**src/rtl/load_store_unit.sv**
```systemverilog
// Purpose : data-memory initiator turning RISC-V LB/LH/LW/LBU/LHU/SB/SH/SW into word read/write cycles.
// Latency : loads done at cycle 3, SW at cycle 2, SB/SH (read-modify-write) at cycle 4, rejected requests at cycle 1.
// Backpressure: busy is high outside IDLE; start is ignored while busy, so the pipeline must hold the request.
//
// Ports:
//   clk, rstN                  clock, asynchronous active-low reset
//   start/is_store/funct3      request strobe, direction and RISC-V width code (sampled in IDLE)
//   byte_addr, store_data      byte address and store source (sampled with start)
//   load_data                  extended load result, held until the next load completes
//   busy, done, misaligned     stall, one-cycle completion pulse, one-cycle error pulse (with done)
//   mem_read_En/mem_write_En   memory strobes, never high together
//   mem_address, mem_data_in   word address and write data to memory
//   mem_data_out               registered memory read data, valid the cycle after mem_read_En
module load_store_unit #(
    parameter int DATA_WIDTH    = 32,
    parameter int ADDRESS_WIDTH = 30
) (
    input  logic                     clk,
    input  logic                     rstN,
    input  logic                     start,
    input  logic                     is_store,
    input  logic [2:0]               funct3,
    input  logic [ADDRESS_WIDTH+1:0] byte_addr,
    input  logic [DATA_WIDTH-1:0]    store_data,
    output logic [DATA_WIDTH-1:0]    load_data,
    output logic                     busy,
    output logic                     done,
    output logic                     misaligned,
    output logic                     mem_read_En,
    output logic                     mem_write_En,
    output logic [ADDRESS_WIDTH-1:0] mem_address,
    output logic [DATA_WIDTH-1:0]    mem_data_in,
    input  logic [DATA_WIDTH-1:0]    mem_data_out
);

    localparam logic [1:0] IDLE    = 2'd0;
    localparam logic [1:0] RD_REQ  = 2'd1;
    localparam logic [1:0] RD_DATA = 2'd2;
    localparam logic [1:0] WR      = 2'd3;

    logic [1:0]               state;
    logic                     lat_store;
    logic [2:0]               lat_f3;
    logic [ADDRESS_WIDTH+1:0] lat_addr;
    // Holds store_data from start; for SB/SH it is overwritten with the merged word in RD_DATA,
    // so in WR it is always the word to be written.
    logic [DATA_WIDTH-1:0]    wdata;

    logic                     width_ok;
    logic                     addr_bad;
    logic                     req_bad;
    logic [7:0]               byte_sel;
    logic [15:0]              half_sel;
    logic [DATA_WIDTH-1:0]    load_ext;
    logic [DATA_WIDTH-1:0]    merged;

    // Request classification on the live inputs, used only when start is taken in IDLE.
    always_comb begin
        width_ok = 1'b0;
        if (is_store) begin
            width_ok = (funct3 == 3'b000) || (funct3 == 3'b001) || (funct3 == 3'b010);
        end else begin
            width_ok = (funct3 != 3'b011) && (funct3 != 3'b110) && (funct3 != 3'b111);
        end
        addr_bad = 1'b0;
        case (funct3[1:0])
            2'b01:   addr_bad = byte_addr[0];
            2'b10:   addr_bad = (byte_addr[1:0] != 2'b00);
            default: addr_bad = 1'b0;
        endcase
        req_bad = !width_ok || addr_bad;
    end

    // Little-endian lane extraction and extension of the returned word.
    always_comb begin
        byte_sel = mem_data_out[{lat_addr[1:0], 3'b000} +: 8];
        half_sel = mem_data_out[{lat_addr[1], 4'b0000} +: 16];
        case (lat_f3)
            3'b000:  load_ext = {{(DATA_WIDTH-8){byte_sel[7]}}, byte_sel};
            3'b001:  load_ext = {{(DATA_WIDTH-16){half_sel[15]}}, half_sel};
            3'b100:  load_ext = {{(DATA_WIDTH-8){1'b0}}, byte_sel};
            3'b101:  load_ext = {{(DATA_WIDTH-16){1'b0}}, half_sel};
            default: load_ext = mem_data_out;
        endcase
    end

    // Sub-word store merge: the addressed lane takes the new data, other lanes keep memory contents.
    always_comb begin
        merged = mem_data_out;
        case (lat_f3[1:0])
            2'b00:   merged[{lat_addr[1:0], 3'b000} +: 8] = wdata[7:0];
            2'b01:   merged[{lat_addr[1], 4'b0000} +: 16] = wdata[15:0];
            default: merged = mem_data_out;
        endcase
    end

    always_ff @(posedge clk or negedge rstN) begin
        if (!rstN) begin
            state      <= IDLE;
            lat_store  <= 1'b0;
            lat_f3     <= 3'b000;
            lat_addr   <= '0;
            wdata      <= '0;
            load_data  <= '0;
            done       <= 1'b0;
            misaligned <= 1'b0;
        end else begin
            done       <= 1'b0;
            misaligned <= 1'b0;
            case (state)
                IDLE: begin
                    if (start) begin
                        lat_store <= is_store;
                        lat_f3    <= funct3;
                        lat_addr  <= byte_addr;
                        wdata     <= store_data;
                        if (req_bad) begin
                            // Rejected: no memory cycle, error reported next cycle.
                            done       <= 1'b1;
                            misaligned <= 1'b1;
                        end else if (is_store && (funct3 == 3'b010)) begin
                            state <= WR;
                        end else begin
                            state <= RD_REQ;
                        end
                    end
                end
                RD_REQ: begin
                    state <= RD_DATA;
                end
                RD_DATA: begin
                    if (lat_store) begin
                        wdata <= merged;
                        state <= WR;
                    end else begin
                        load_data <= load_ext;
                        done      <= 1'b1;
                        state     <= IDLE;
                    end
                end
                default: begin
                    done  <= 1'b1;
                    state <= IDLE;
                end
            endcase
        end
    end

    // Memory-side outputs decode from state, so an asynchronous reset removes them at once
    // (a reset during WR withdraws mem_write_En before the next edge).
    always_comb begin
        busy         = (state != IDLE);
        mem_read_En  = (state == RD_REQ);
        mem_write_En = (state == WR);
        mem_address  = (state != IDLE) ? lat_addr[ADDRESS_WIDTH+1:2] : '0;
        mem_data_in  = (state == WR) ? wdata : '0;
    end

endmodule

```
**config.mk**
```make
export PLATFORM = sky130hd
export DESIGN_NAME = load_store_unit
export DESIGN_NICKNAME = d
export VERILOG_FILES = /design/src/rtl/load_store_unit.sv
export SDC_FILE = /design/constraint.sdc
export NUM_CORES = 1
export LEC_CHECK = 0
export CORE_MARGIN = 1.5
export CORE_UTILIZATION = 42
export DETAILED_ROUTE_END_ITERATION = 12
export MAX_ROUTING_LAYER = met4
export PLACE_DENSITY = 0.77
export SKIP_LAST_GASP = 1
export SLEW_MARGIN = 20
export SYNTH_ARGS = -nofsm -noshare
export SYNTH_HDL_FRONTEND = slang
export SYNTH_SLANG_ARGS = --single-unit
```
**constraint.sdc**
```tcl
create_clock -name clk -period 2.23 [get_ports clk]
set_clock_uncertainty 0.15 [all_clocks]
set_input_delay 0.446 -clock clk [delete_from_list [all_inputs] [get_ports clk]]
set_output_delay 0.446 -clock clk [all_outputs]
set_load 0.02 [all_outputs]
```
; ---- After elaboration in Yosys (flattened, before gate mapping)
; Cells that the tools add are included.
[classes]
n_shift = 6
n_eq_ne = 17
n_addsub = 2
order_cmp = 0
div = 0
mux = 21
reduce_logical = 18
n_bitwise = 1
mul = 0
[op_table]
columns = operator, n
row1 = $pmux 32 s2, 2
row2 = $pmux 32 s4, 1
row3 = $mux 32, 3
row4 = $bwmux 32, 2
row5 = $shift 16x7->32 const A, 1
row6 = $shift 8x7->32 const A, 1
row7 = $shiftx 16x7->32, 1
row8 = $shiftx 32x6->16, 1
row9 = $shiftx 32x6->8, 1
row10 = $shiftx 8x7->32, 1
row11 = $mux 30, 1
row12 = $neg 5->7, 2
row13 = $mux 2, 4
row14 = $eq 2x1->1 const B, 3
row15 = $eq 2x2->1 const B, 3
row16 = $eq 3x1->1 const B, 2
row17 = $eq 3x3->1 const B, 2
row18 = $logic_not 3->1, 2
row19 = $ne 2x2->1 const B, 3
row20 = $ne 3x3->1 const B, 2
row21 = $pmux 2 s3, 1
row22 = $reduce_and 2->1, 3
row23 = $reduce_bool 2->1, 3
row24 = $mux 1, 5
row25 = other kinds (10), 15
[totals]
mem_count = 0
latch_bits = 0
elab_cells = 73
regBits = 104
mem_bits_rw = 0
mem_bits_ro = 0
inputBits = 103

; ---- Logic depth before layout (Yosys ltp)
; Gate-level depths: netlist of run 1.
[logic_depth]
ltp_word = 9
ltp_mapped = 9
ltp_nobuf = 6

; ---- Worst setup path after synthesis of run 1
; OpenSTA, ideal clock, no wires.
[synth_path]
path_kind = flip-flop to flip-flop
start = register lat_addr[1]
end = register wdata[0]
path_slack_ps = -231
path_stages_with_launch = 9
period_less_slack_ps = 2461
path_buffers = 2
t_arrival_ps = 2210
setup_time_ps = 101
cell_sequence = dfrtp_1 -> buf_4 -> clkinv_1 -> buf_2 -> ha_1 -> nor2_1 -> a31oi_1 -> o2111a_1 -> o32ai_1
[synth_via]
elab_chain_len = 6
elab_cells_between_ends = 11
[synth_lines]
columns = item, line
row1 = "start, declared", 44  ; logic [ADDRESS_WIDTH+1:0] lat_addr;
row2 = "start signal, assigned", 115  ; lat_addr <= byte_addr;
row3 = "$neg 5->7, on equally long branches", "92, 91"
row4 = $shiftx 16x7->32 (tied with other cells), 92  ; 2'b01: merged[{lat_addr[1], 4'b0000} +: 16] = wdata[15:0];
row5 = "$bwmux 32, on equally long branches", "92, 91"
row6 = $pmux 32 s2 (*), 90  ; case (lat_f3[1:0])
row7 = $mux 32 (*), 132  ; if (lat_store) begin
row8 = $pmux 32 s2 (*), 110  ; case (state)
row9 = "end signal, assigned", 116  ; wdata <= store_data;
row10 = "end signal, assigned", 133  ; wdata <= merged;
row11 = "end, declared", 47  ; logic [DATA_WIDTH-1:0] wdata;
; Mark *: on every way between the ends. The rest lies on a longest branch, timed or not. The select of a mux whose other input is x is not followed.
; A chain may end at the register's enable or synchronous reset.

; ---- Final worst setup path of run 1
[layout_path]
start = register state[0]
end = output port mem_address[29]
[layout_via]
elab_chain_len = 2
[layout_lines]
columns = item, line
row1 = "start, declared", 41  ; logic [1:0] state;
row2 = "start signal, assigned", 99  ; state <= IDLE;
row3 = "start signal, assigned", 122  ; state <= WR;
row4 = "start signal, assigned", 124  ; state <= RD_REQ;
row5 = $reduce_bool 2->1, 155  ; mem_address = (state != IDLE) ? lat_addr[ADDRESS_WIDTH+1:2] : '0;
row6 = $mux 30, 155
row7 = "end, declared", 31  ; output logic [ADDRESS_WIDTH-1:0] mem_address,
; Every way passes these cells.

==> out/qor.yml, run 1 <==
grt_max_degree: 105
yosysMostFrequentCell: "nand2_1"
setup.worst_path.end: "mem_address[29]"
ys_warn_count: 0
hp-class: "primary input to asynchronous set/reset pin"
cts_buffer_depth: 2
ff2ff_path_depth: 5
peakVddDrop_mv: 0.9205
seqCellArea_sq_um: 2605
fmax_ghz: 0.4594
synth_edf_count: 0
placed_cells: 1089
crit-reg2reg-launch: "state[1]"
nFillCells: 1285
num_io_pins: 202
die_w_um: 124.4
synth_top_cell_by_area: "dfrtp_1"
setup_viol: 0
drc: 0
clkTransAtPathRegs_ns: 0.07
first_pass_iters: 9
yosysUniqueCellTypes: 50
finalNonFillerCells: 1107
critical_path.startpoint_type: "register"
reg2reg_slack_ns: 0.12
grt.overflow.total: 0
start_util_pct: 42.73
max-cap-violations: 0
synth_top_area_share_pct: 42.06
cellPowerDensity_nw_per_um2: 1475
worstPathRequired_ns: 1.63
synthTopCellsByCount: "nand2_1, dfrtp_1, nor2_1"
critical_path.top_delay_family: "buffers and inverters"
grt_setup_unrepaired: "yes"
max_stage_delay_ns: 0.46
synthArstFlopShare_pct: 100.0
worst_slew_pin_slew_ns: 0.6805
crit_type: "register to output port"
r2r-end: "wdata[16]"
period_minus_slack_ns: 2.177
crit_cells: 4
yosys-top-cells-area: "dfrtp_1, nand2_1, nor2b_1, a31oi_1, a221oi_1"
status: "finished with violations"
worstPathMaxFanout: 16
critPathSlowestCell: "dfrtp_2"
rows: 44
slew_viol_final: 0
crit_start: "state[0]"
antenna_found_initial: 0
leakagePower_nw: 4.166
numCtsBuffers: 9
syn_to_final_growth_pct: 45.04
wl_per_cell_um: 19.05
finalHoldViolations: 7
drive_gt1_share_pct: 11.59
synthCells: 709
die_area_sq_um: 15470
grt_pass1_wl_um: 33540
vias: 6400
nets: 1030
n_antenna_cell: 0
relSlewSlack_pct: 54.43
insertion_delay_ns: 0.35
violations: "negative hold slack"
avgSynthCellArea_sq_um: 8.727
h-tree-depth: 3
track_usage_pct: 27.85
io_buffers: 201
period_share_pct: 97.62
cts_tree: "done"
grt_pass1_vias: 6251
vias_per_cell: 5.781
path_buf_inv: 2
crit_chain: "nor2_4 > clkbuf_16 > nor2b_1 > dlygate4sd2_1"
ys_ff_latch: 104
whs_ns: -0.01880
drt-total-wl_um: 21090
p_total_mw: 13.23
hpwl_um: 14970
multi_input_area_sq_um: 3267
drtIter0Drc: 704
syn-num-nets: 821
antenna_left: 0
core-area_sq_um: 14480
critPathCaptureType: "output port"
critical_path_arrival_ns: 1.58
fp.dieH_um: 124.4
cts.sinks: 104
ys.flop_type: "dfrtp_1"
ys_seq_area_share_pct: 42.06
root_buffer: "clkbuf_16"
synth_area_sq_um: 6187
gp_congestion: 0.9014
[layout by cell type (no fill, tap or decap), types with 5 or more instances in the layout]
master           synthesis  final
nand2_1                139    139
clkdlybuf4s50_1          0    135
dfrtp_1                104    102
buf_4                    3     55
dlygate4sd2_1            0     54
nor2_1                  50     47
nor2b_1                 43     42
a31oi_1                 34     34
and3_1                  33     33
a21oi_1                 33     33
o22a_1                  24     24
a22o_1                  24     24
a221oi_1                24     23
o22ai_1                 23     23
inv_1                   15     15
clkbuf_16                0     10
o21ai_0                  9      9
o32ai_1                  9      9
a32oi_1                  8      8
o2111a_1                 8      8
a22oi_1                  8      8
ha_1                     9      8
mux2_2                   7      7
a222oi_1                 7      7
buf_12                   0      6
clkbuf_2                 1      5
[sequential cells by signal, summed over array words and instances (netlist names)]
register and count:
done 1, lat_addr 32, lat_f3 3, lat_store 1, load_data 32, misaligned 1, state 2, wdata 32
[kinds of logic (layout without fill, tap and decap cells)]
family	Yosys count	after routing	synth area share [%]
AND/OR/NAND/NOR	285	285	21.66
adder cells (fa/ha/maj)	9	9	1.820
buffers and inverters	81	295	5.763
multiplexers	9	9	1.598
AO/OA/AOI/OAI	221	221	27.10
flip-flops	104	104	42.06
[per-stage QoR]
step	hold WS, ns	utilization (%)	TNS (ns)	cell area, sq um	setup slack, ns
after floorplan	0.0004089	-	0	6207	0.06653
after global placement	0.2999	59.96	0	8682	0.01581
after detailed placement	0.3042	59.96	-0.1047	8682	-0.05598
after CTS	0.03755	61.75	-0.7157	8941	-0.1615
after global routing	0.03791	61.98	-0.01261	8974	-0.01261
final	-0.01880	61.98	0	8974	0.05312
[report_power, final]
| part | switching, mW | internal (mW) |
|---|---|---|
| combinational | 4.55 | 3.48 |
| sequential | 0.735 | 2.85 |
| clock | 0.690 | 0.929 |
| total | 5.98 | 7.26 |
[how the worst min path moves through the flow]
stage | startpoint | endpoint | cells past startpoint
after detailed placement | lat_addr[10] | lat_addr[10] | 2
final | rstN | wdata[24] | 2
after global placement | lat_addr[19] | lat_addr[19] | 2
after CTS | rstN | wdata[24] | 2
after floorplan | rstN | done | 0
after global routing | rstN | wdata[24] | 2
[layout make-up]
cell class | count | share of cell area [%]
Clock inverter | 3 | 0.4462
Timing Repair Buffer | 263 | 27.97
Multi-Input combinational cell | 524 | 36.41
Clock buffer | 13 | 2.900
Sequential cell | 104 | 29.03
Inverter | 16 | 0.6832
Tap cell | 184 | 2.566
[repair_timing]
item,4_1_cts,5_1_grt
endpoints found under the hold margin,0,0
hold buffers,0,0
gates cloned,1,1
endpoints found under the setup margin,65,33
setup buffers,0,0
gates resized for setup,63,18
pin swaps,0,1
[routing by layer]
layer / global-route usage [%] / part of all wire, % / up-vias
met4: 11.22 / 3.6 / 0
li1: - / - / 2998
met1: 35.31 / 41 / 3013
met3: 7.131 / 8.1 / 59
met5: - / 0 / -
met2: 42.66 / 47 / 330
[worst register-to-register path, stage by stage, from the launching register on]
cell,delay (ns)
dfrtp_2,0.44
bufbuf_16,0.35
nand2b_1,0.09
or2_2,0.46
a221oi_1,0.41
nor2_1,0.09
(Power assumes the default switching activity.)
==> inputs of run 2 (changes only) <==
- SETUP_SLACK_MARGIN: default -> 0.05
==> run 2 against run 1 <==
Compared with the run above: core utilization decreased by 0.086 points; sequential power about the same; via count grew 0.83%; total power grew 1.1%; the flow still finishes with violations (negative hold slack); cell count up 0.81%; cell area shrank 0.14%; sequential share of layout area about the same; die area stayed put; worst setup slack barely moved; largest cell class unchanged; critical endpoint is now mem_address[11]; clock power hardly changed; count of clock-buffer cells in the layout did not move.
==> out/qor.yml, run 2 (synthesized netlist as in run 1, its figures left out) <==
clkTransAtPathRegs_ns: 0.07  # about the same
crit_start: "state[0]"  # unchanged
wl_per_cell_um: 19.03  # was 19.05 um
numCtsBuffers: 9  # unchanged
cts_buffer_depth: 2  # unchanged
drive_gt1_share_pct: 15.13  # was 11.59%
rows: 44  # unchanged
antenna_left: 0  # unchanged
finalHoldViolations: 8  # was 7
hpwl_um: 14970  # unchanged
worstPathMaxFanout: 16  # unchanged
critical_path_arrival_ns: 1.58  # about the same
worstPathRequired_ns: 1.63  # about the same
root_buffer: "clkbuf_16"  # unchanged
vias_per_cell: 5.782  # was 5.781
placed_cells: 1089  # unchanged
leakagePower_nw: 4.140  # was 4.166 nW
mostFrequentLayoutCells: "nand2_1, clkdlybuf4s50_1, dfrtp_1, buf_4, nor2_1"  # was nand2_1, clkdlybuf4s50_1, dfrtp_1, buf_4, dlygate4sd2_1
nets: 1039  # was 1030
violations: "negative hold slack"  # unchanged
core-area_sq_um: 14480  # unchanged
largestRegisters: "lat_addr: 32 flops, load_data: 32 flops, wdata: 32 flops"  # unchanged
hp-class: "primary input to asynchronous set/reset pin"  # unchanged
track_usage_pct: 27.82  # was 27.85%
grt_pass1_wl_um: 33510  # was 33540 um
io_buffers: 201  # unchanged
num_io_pins: 202  # unchanged
grt.overflow.total: 0  # unchanged
grt_setup_unrepaired: "yes"  # unchanged
max-cap-violations: 0  # unchanged
relSlewSlack_pct: 53.79  # was 54.43%
drtIter0Drc: 663  # was 704
period_share_pct: 97.61  # was 97.62%
n_antenna_cell: 0  # unchanged
grt_pass1_vias: 6262  # was 6251
start_util_pct: 42.73  # unchanged
gp_congestion: 0.9014  # unchanged
whs_ns: -0.02363  # was -0.01880 ns
critical_path.startpoint_type: "register"  # unchanged
final_util_pct: 61.89  # was 61.98%
syn_to_final_growth_pct: 44.83  # was 45.04%
period_minus_slack_ns: 2.177  # about the same
worst_slew_pin_slew_ns: 0.6900  # was 0.6805 ns
fmax_ghz: 0.4594  # about the same
critPathCaptureType: "output port"  # unchanged
setup_viol: 0  # unchanged
first_pass_iters: 6  # was 9
antenna_found_initial: 0  # unchanged
slew_viol_final: 0  # unchanged
grt_max_degree: 105  # unchanged
p_total_mw: 13.38  # was 13.23 mW
h-tree-depth: 3  # unchanged
crit_type: "register to output port"  # unchanged
post-place-ws_ns: -0.05598  # unchanged
setup_slack_ns: 0.05326  # was 0.05312 ns
peakVddDrop_mv: 0.9542  # was 0.9205 mV
die_area_sq_um: 15470  # unchanged
vias: 6453  # was 6400
layout_commonest_cell: "nand2_1"  # unchanged
drc: 0  # unchanged
finalNonFillerCells: 1116  # was 1107
cts_tree: "done"  # unchanged
fp.dieH_um: 124.4  # unchanged
die_w_um: 124.4  # unchanged
status: "finished with violations"  # unchanged
crit-reg2reg-launch: "state[1]"  # unchanged
cts.sinks: 104  # unchanged
cellPowerDensity_nw_per_um2: 1493  # was 1475 nW/um^2
drt-total-wl_um: 21240  # was 21090 um
insertion_delay_ns: 0.35  # about the same
-- run 2: cell types whose count changed in the layout (fill, tap and decap cells not counted) --
cell and delta:
buf_6 +1, o21bai_2 +1, clkbuf_2 +24, dlygate4sd2_1 -26, clkdlybuf4s15_1 +2, buf_4 +8, o21bai_1 -1
-- run 2: path summary, 6_finish.rpt --
check                                       end  slack [ns]  cells after the start
worst max-delay path            mem_address[11]        0.05                      4
worst min-delay path                  wdata[24]       -0.02                      2
worst max register to register        wdata[16]        0.15                      5
worst min register to register     lat_addr[20]        0.32                      2
max in group asynchronous              state[0]        1.46                      2
min in group clk                   lat_addr[20]        0.32                      2
-- run 2: layout make-up --
class	instances	area [sq um]
Timing Repair Buffer	272	2494
Inverter	16	61.31
Sequential cell	104	2605
Fill cell	1278	5518
Clock buffer	13	260.3
Clock inverter	3	40.04
Tap cell	184	230.2
Multi-Input combinational cell	524	3271
-- run 2: power by group --
part | leakage (nW) | total, mW | internal, mW | switching (mW)
Sequential | 1.21 | 3.58 | 2.85 | 0.734
Clock | 0.150 | 1.62 | 0.929 | 0.692
Combinational | 2.78 | 8.18 | 3.56 | 4.61
Total | 4.14 | 13.4 | 7.34 | 6.04
-- run 2: critical path, stage by stage, from the launching register on --
cell           delay [ns]
dfrtp_2              0.46
nor2_4               0.22
buf_12               0.18
nor2b_1              0.06
dlygate4sd2_1        0.31
-- run 2: metrics by stage --
step,setup TNS [ns],area [sq um]
after global placement,0,8682
final,0,8961
after detailed placement,-0.1047,8682
after global routing,-0.03155,8961
after CTS,-0.7157,8942
after floorplan,0,6207
-- run 2: timing repair --
item,4_1_cts,5_1_grt
pin swaps,0,1
endpoints found under the setup margin,65,46
setup buffers,0,8
resized for setup,64,68
hold buffers,0,0
gates cloned,1,2
-- run 2: routing by layer --
layer  wire length, um  vias to the layer above  global-route usage [%]  share of wire [%]
met5                 0                        -                       -                  0
met4               719                        0                   11.22                3.4
met3              1764                       56                   7.131                8.3
met2             10150                      300                   42.66                 48
met1              8607                     3069                   35.22                 41
li1                  -                     3028                       -                  -
==> inputs of run 3 (changes only) <==
- CORE_MARGIN: 1.5 -> default
==> run 3 against run 2 <==
Compared with the run above: first-iteration DRC count shrank 7.8%; cell area shrank 0.64%; the flow now finishes without violations; total power shrank 1.7%; hold slack gained 0.024 ns; sequential cell count is the same; critical endpoint is now mem_address[5]; critical path type unchanged.
==> out/qor.yml, run 3 (synthesized netlist as in run 1, its figures left out) <==
cts.sinks: 104  # unchanged
start_util_pct: 43.73  # was 42.73%
worst_slew_pin_slew_ns: 0.6232  # was 0.6900 ns
grt_pass1_vias: 6310  # was 6262
cts_buffer_depth: 2  # unchanged
setup_slack_ns: 0.05567  # was 0.05326 ns
num_io_pins: 202  # unchanged
critical_path.top_delay_family: "buffers and inverters"  # unchanged
grt_max_degree: 105  # unchanged
cellPowerDensity_nw_per_um2: 1477  # was 1493 nW/um^2
syn_to_final_growth_pct: 43.90  # was 44.83%
rows: 43  # was 44
hpwl_um: 14600  # was 14970 um
max-cap-violations: 0  # unchanged
hp-class: "primary input to asynchronous set/reset pin"  # unchanged
status: "completed"  # was finished with violations
setup.worst_path.end: "mem_address[5]"  # was mem_address[11]
critical_path_arrival_ns: 1.58  # about the same
crit_chain: "nor2_4 > buf_4 > buf_12 > nor2b_1 > dlygate4sd2_1"  # was nor2_4 > buf_12 > nor2b_1 > dlygate4sd2_1
finalHoldViolations: 0  # was 8
drt-total-wl_um: 20450  # was 21240 um
critPathSlowestCell: "dfrtp_2"  # unchanged
insertion_delay_ns: 0.35  # about the same
setup-tns-final_ns: 0  # unchanged
peakVddDrop_mv: 0.7126  # was 0.9542 mV
whs_ns: 0.0001097  # was -0.02363 ns
drc: 0  # unchanged
grt_pass1_wl_um: 32040  # was 33510 um
antenna_left: 0  # unchanged
r2r-end: "load_data[14]"  # was wdata[16]
nets: 1029  # was 1039
vias: 6407  # was 6453
fmax_ghz: 0.4599  # was 0.4594 GHz
mostFrequentLayoutCells: "nand2_1, clkdlybuf4s50_1, dfrtp_1, buf_4, dlygate4sd2_1"  # was nand2_1, clkdlybuf4s50_1, dfrtp_1, buf_4, nor2_1
antenna_found_initial: 0  # unchanged
root_buffer: "clkbuf_16"  # unchanged
cts_tree: "done"  # unchanged
die_area_sq_um: 15220  # was 15470 sq um
wl_per_cell_um: 18.55  # was 19.03 um
period_share_pct: 97.50  # was 97.61%
fp.dieH_um: 123.4  # was 124.4 um
worstPathMaxFanout: 17  # was 16
relSlewSlack_pct: 58.26  # was 53.79%
crit_start: "state[0]"  # unchanged
n_antenna_cell: 0  # unchanged
worstPathRequired_ns: 1.63  # about the same
grt_setup_unrepaired: "yes"  # unchanged
track_usage_pct: 28.39  # was 27.82%
clkTransAtPathRegs_ns: 0.07  # about the same
h-tree-depth: 3  # unchanged
drtIter0Drc: 611  # was 663
reg2reg_slack_ns: 0.16  # was 0.15 ns
core-area_sq_um: 14150  # was 14480 sq um
setup_viol: 0  # unchanged
period_minus_slack_ns: 2.174  # was 2.177 ns
grt.overflow.total: 0  # unchanged
die_w_um: 123.4  # was 124.4 um
gp_congestion: 0.9062  # was 0.9014
crit-reg2reg-launch: "lat_f3[1]"  # was state[1]
slew_viol_final: 0  # unchanged
numCtsBuffers: 9  # unchanged
vias_per_cell: 5.814  # was 5.782
largestRegisters: "lat_addr: 32 flops, load_data: 32 flops, wdata: 32 flops"  # unchanged
drive_gt1_share_pct: 12.80  # was 15.13%
io_buffers: 201  # unchanged
crit_type: "register to output port"  # unchanged
first_pass_iters: 7  # was 6
layout_commonest_cell: "nand2_1"  # unchanged
crit_cells: 5  # was 4
path_buf_inv: 3  # was 2
leakagePower_nw: 4.078  # was 4.140 nW
post-place-ws_ns: -0.06615  # was -0.05598 ns
ff2ff_path_depth: 4  # was 5
critPathCaptureType: "output port"  # unchanged
critical_path.startpoint_type: "register"  # unchanged
max_stage_delay_ns: 0.44  # was 0.46 ns
==> run 3: area by class of cell <==
cell class	instances	area, sq um
Clock buffer	14	274.0
Clock inverter	2	12.51
Fill cell	1269	5246
Inverter	16	61.31
Multi-Input combinational cell	524	3268
Sequential cell	104	2605
Tap cell	180	225.2
Timing Repair Buffer	262	2457
==> run 3: per-stage QoR <==
stage                     instances  area, sq um  total power, mW  utilization [%]
final                          1102         8904            13.15            62.92
after global routing           1102         8904            14.06            62.92
after CTS                      1101         8941            13.15            63.19
after detailed placement       1082         8655            11.64            61.16
after global placement         1082         8655            11.52            61.16
after floorplan                 709         6207            8.436                -
==> run 3: timing repair <==
| action | in CTS | in global routing |
|---|---|---|
| pin swaps | 0 | 1 |
| endpoints found under the hold margin | 0 | 0 |
| setup buffers | 1 | 1 |
| cloned | 2 | 0 |
| hold buffers | 0 | 0 |
| gates resized for setup | 69 | 36 |
| setup endpoints to repair | 65 | 71 |
==> run 3: worst reg2reg max path: cells and delay by family (launching register included) <==
| kind | cells | cell delay [ns] |
|---|---|---|
| flops | 1 | 0.55 |
| simple gates | 2 | 0.84 |
| compound gates | 2 | 0.46 |
==> run 3: per-layer routing <==
layer / wire (um) / GRT usage (%)
met1: 8225 / 34.59
met2: 9688 / 45.01
met3: 1668 / 4.982
met4: 862 / 14.91
met5: 0 / -
==> run 3: power breakdown <==
part / total, mW / switching (mW) / leakage [nW] / internal, mW
sequential: 3.58 / 0.728 / 1.21 / 2.85
combinational: 8.03 / 4.50 / 2.73 / 3.53
clock: 1.54 / 0.695 / 0.139 / 0.849
total: 13.1 / 5.92 / 4.08 / 7.23
==> run 3: worst min-delay path by stage <==
stage / startpoint / to / slack, ns / cells after the start
after floorplan: rstN / done / 0.0004 / 0
after global placement: lat_addr[28] / lat_addr[28] / 0.30 / 2
after detailed placement: lat_addr[4] / lat_addr[4] / 0.30 / 2
after CTS: rstN / wdata[26] / 0.03 / 2
after global routing: rstN / wdata[26] / 0.03 / 2
final: rstN / wdata[26] / 0.0001 / 2
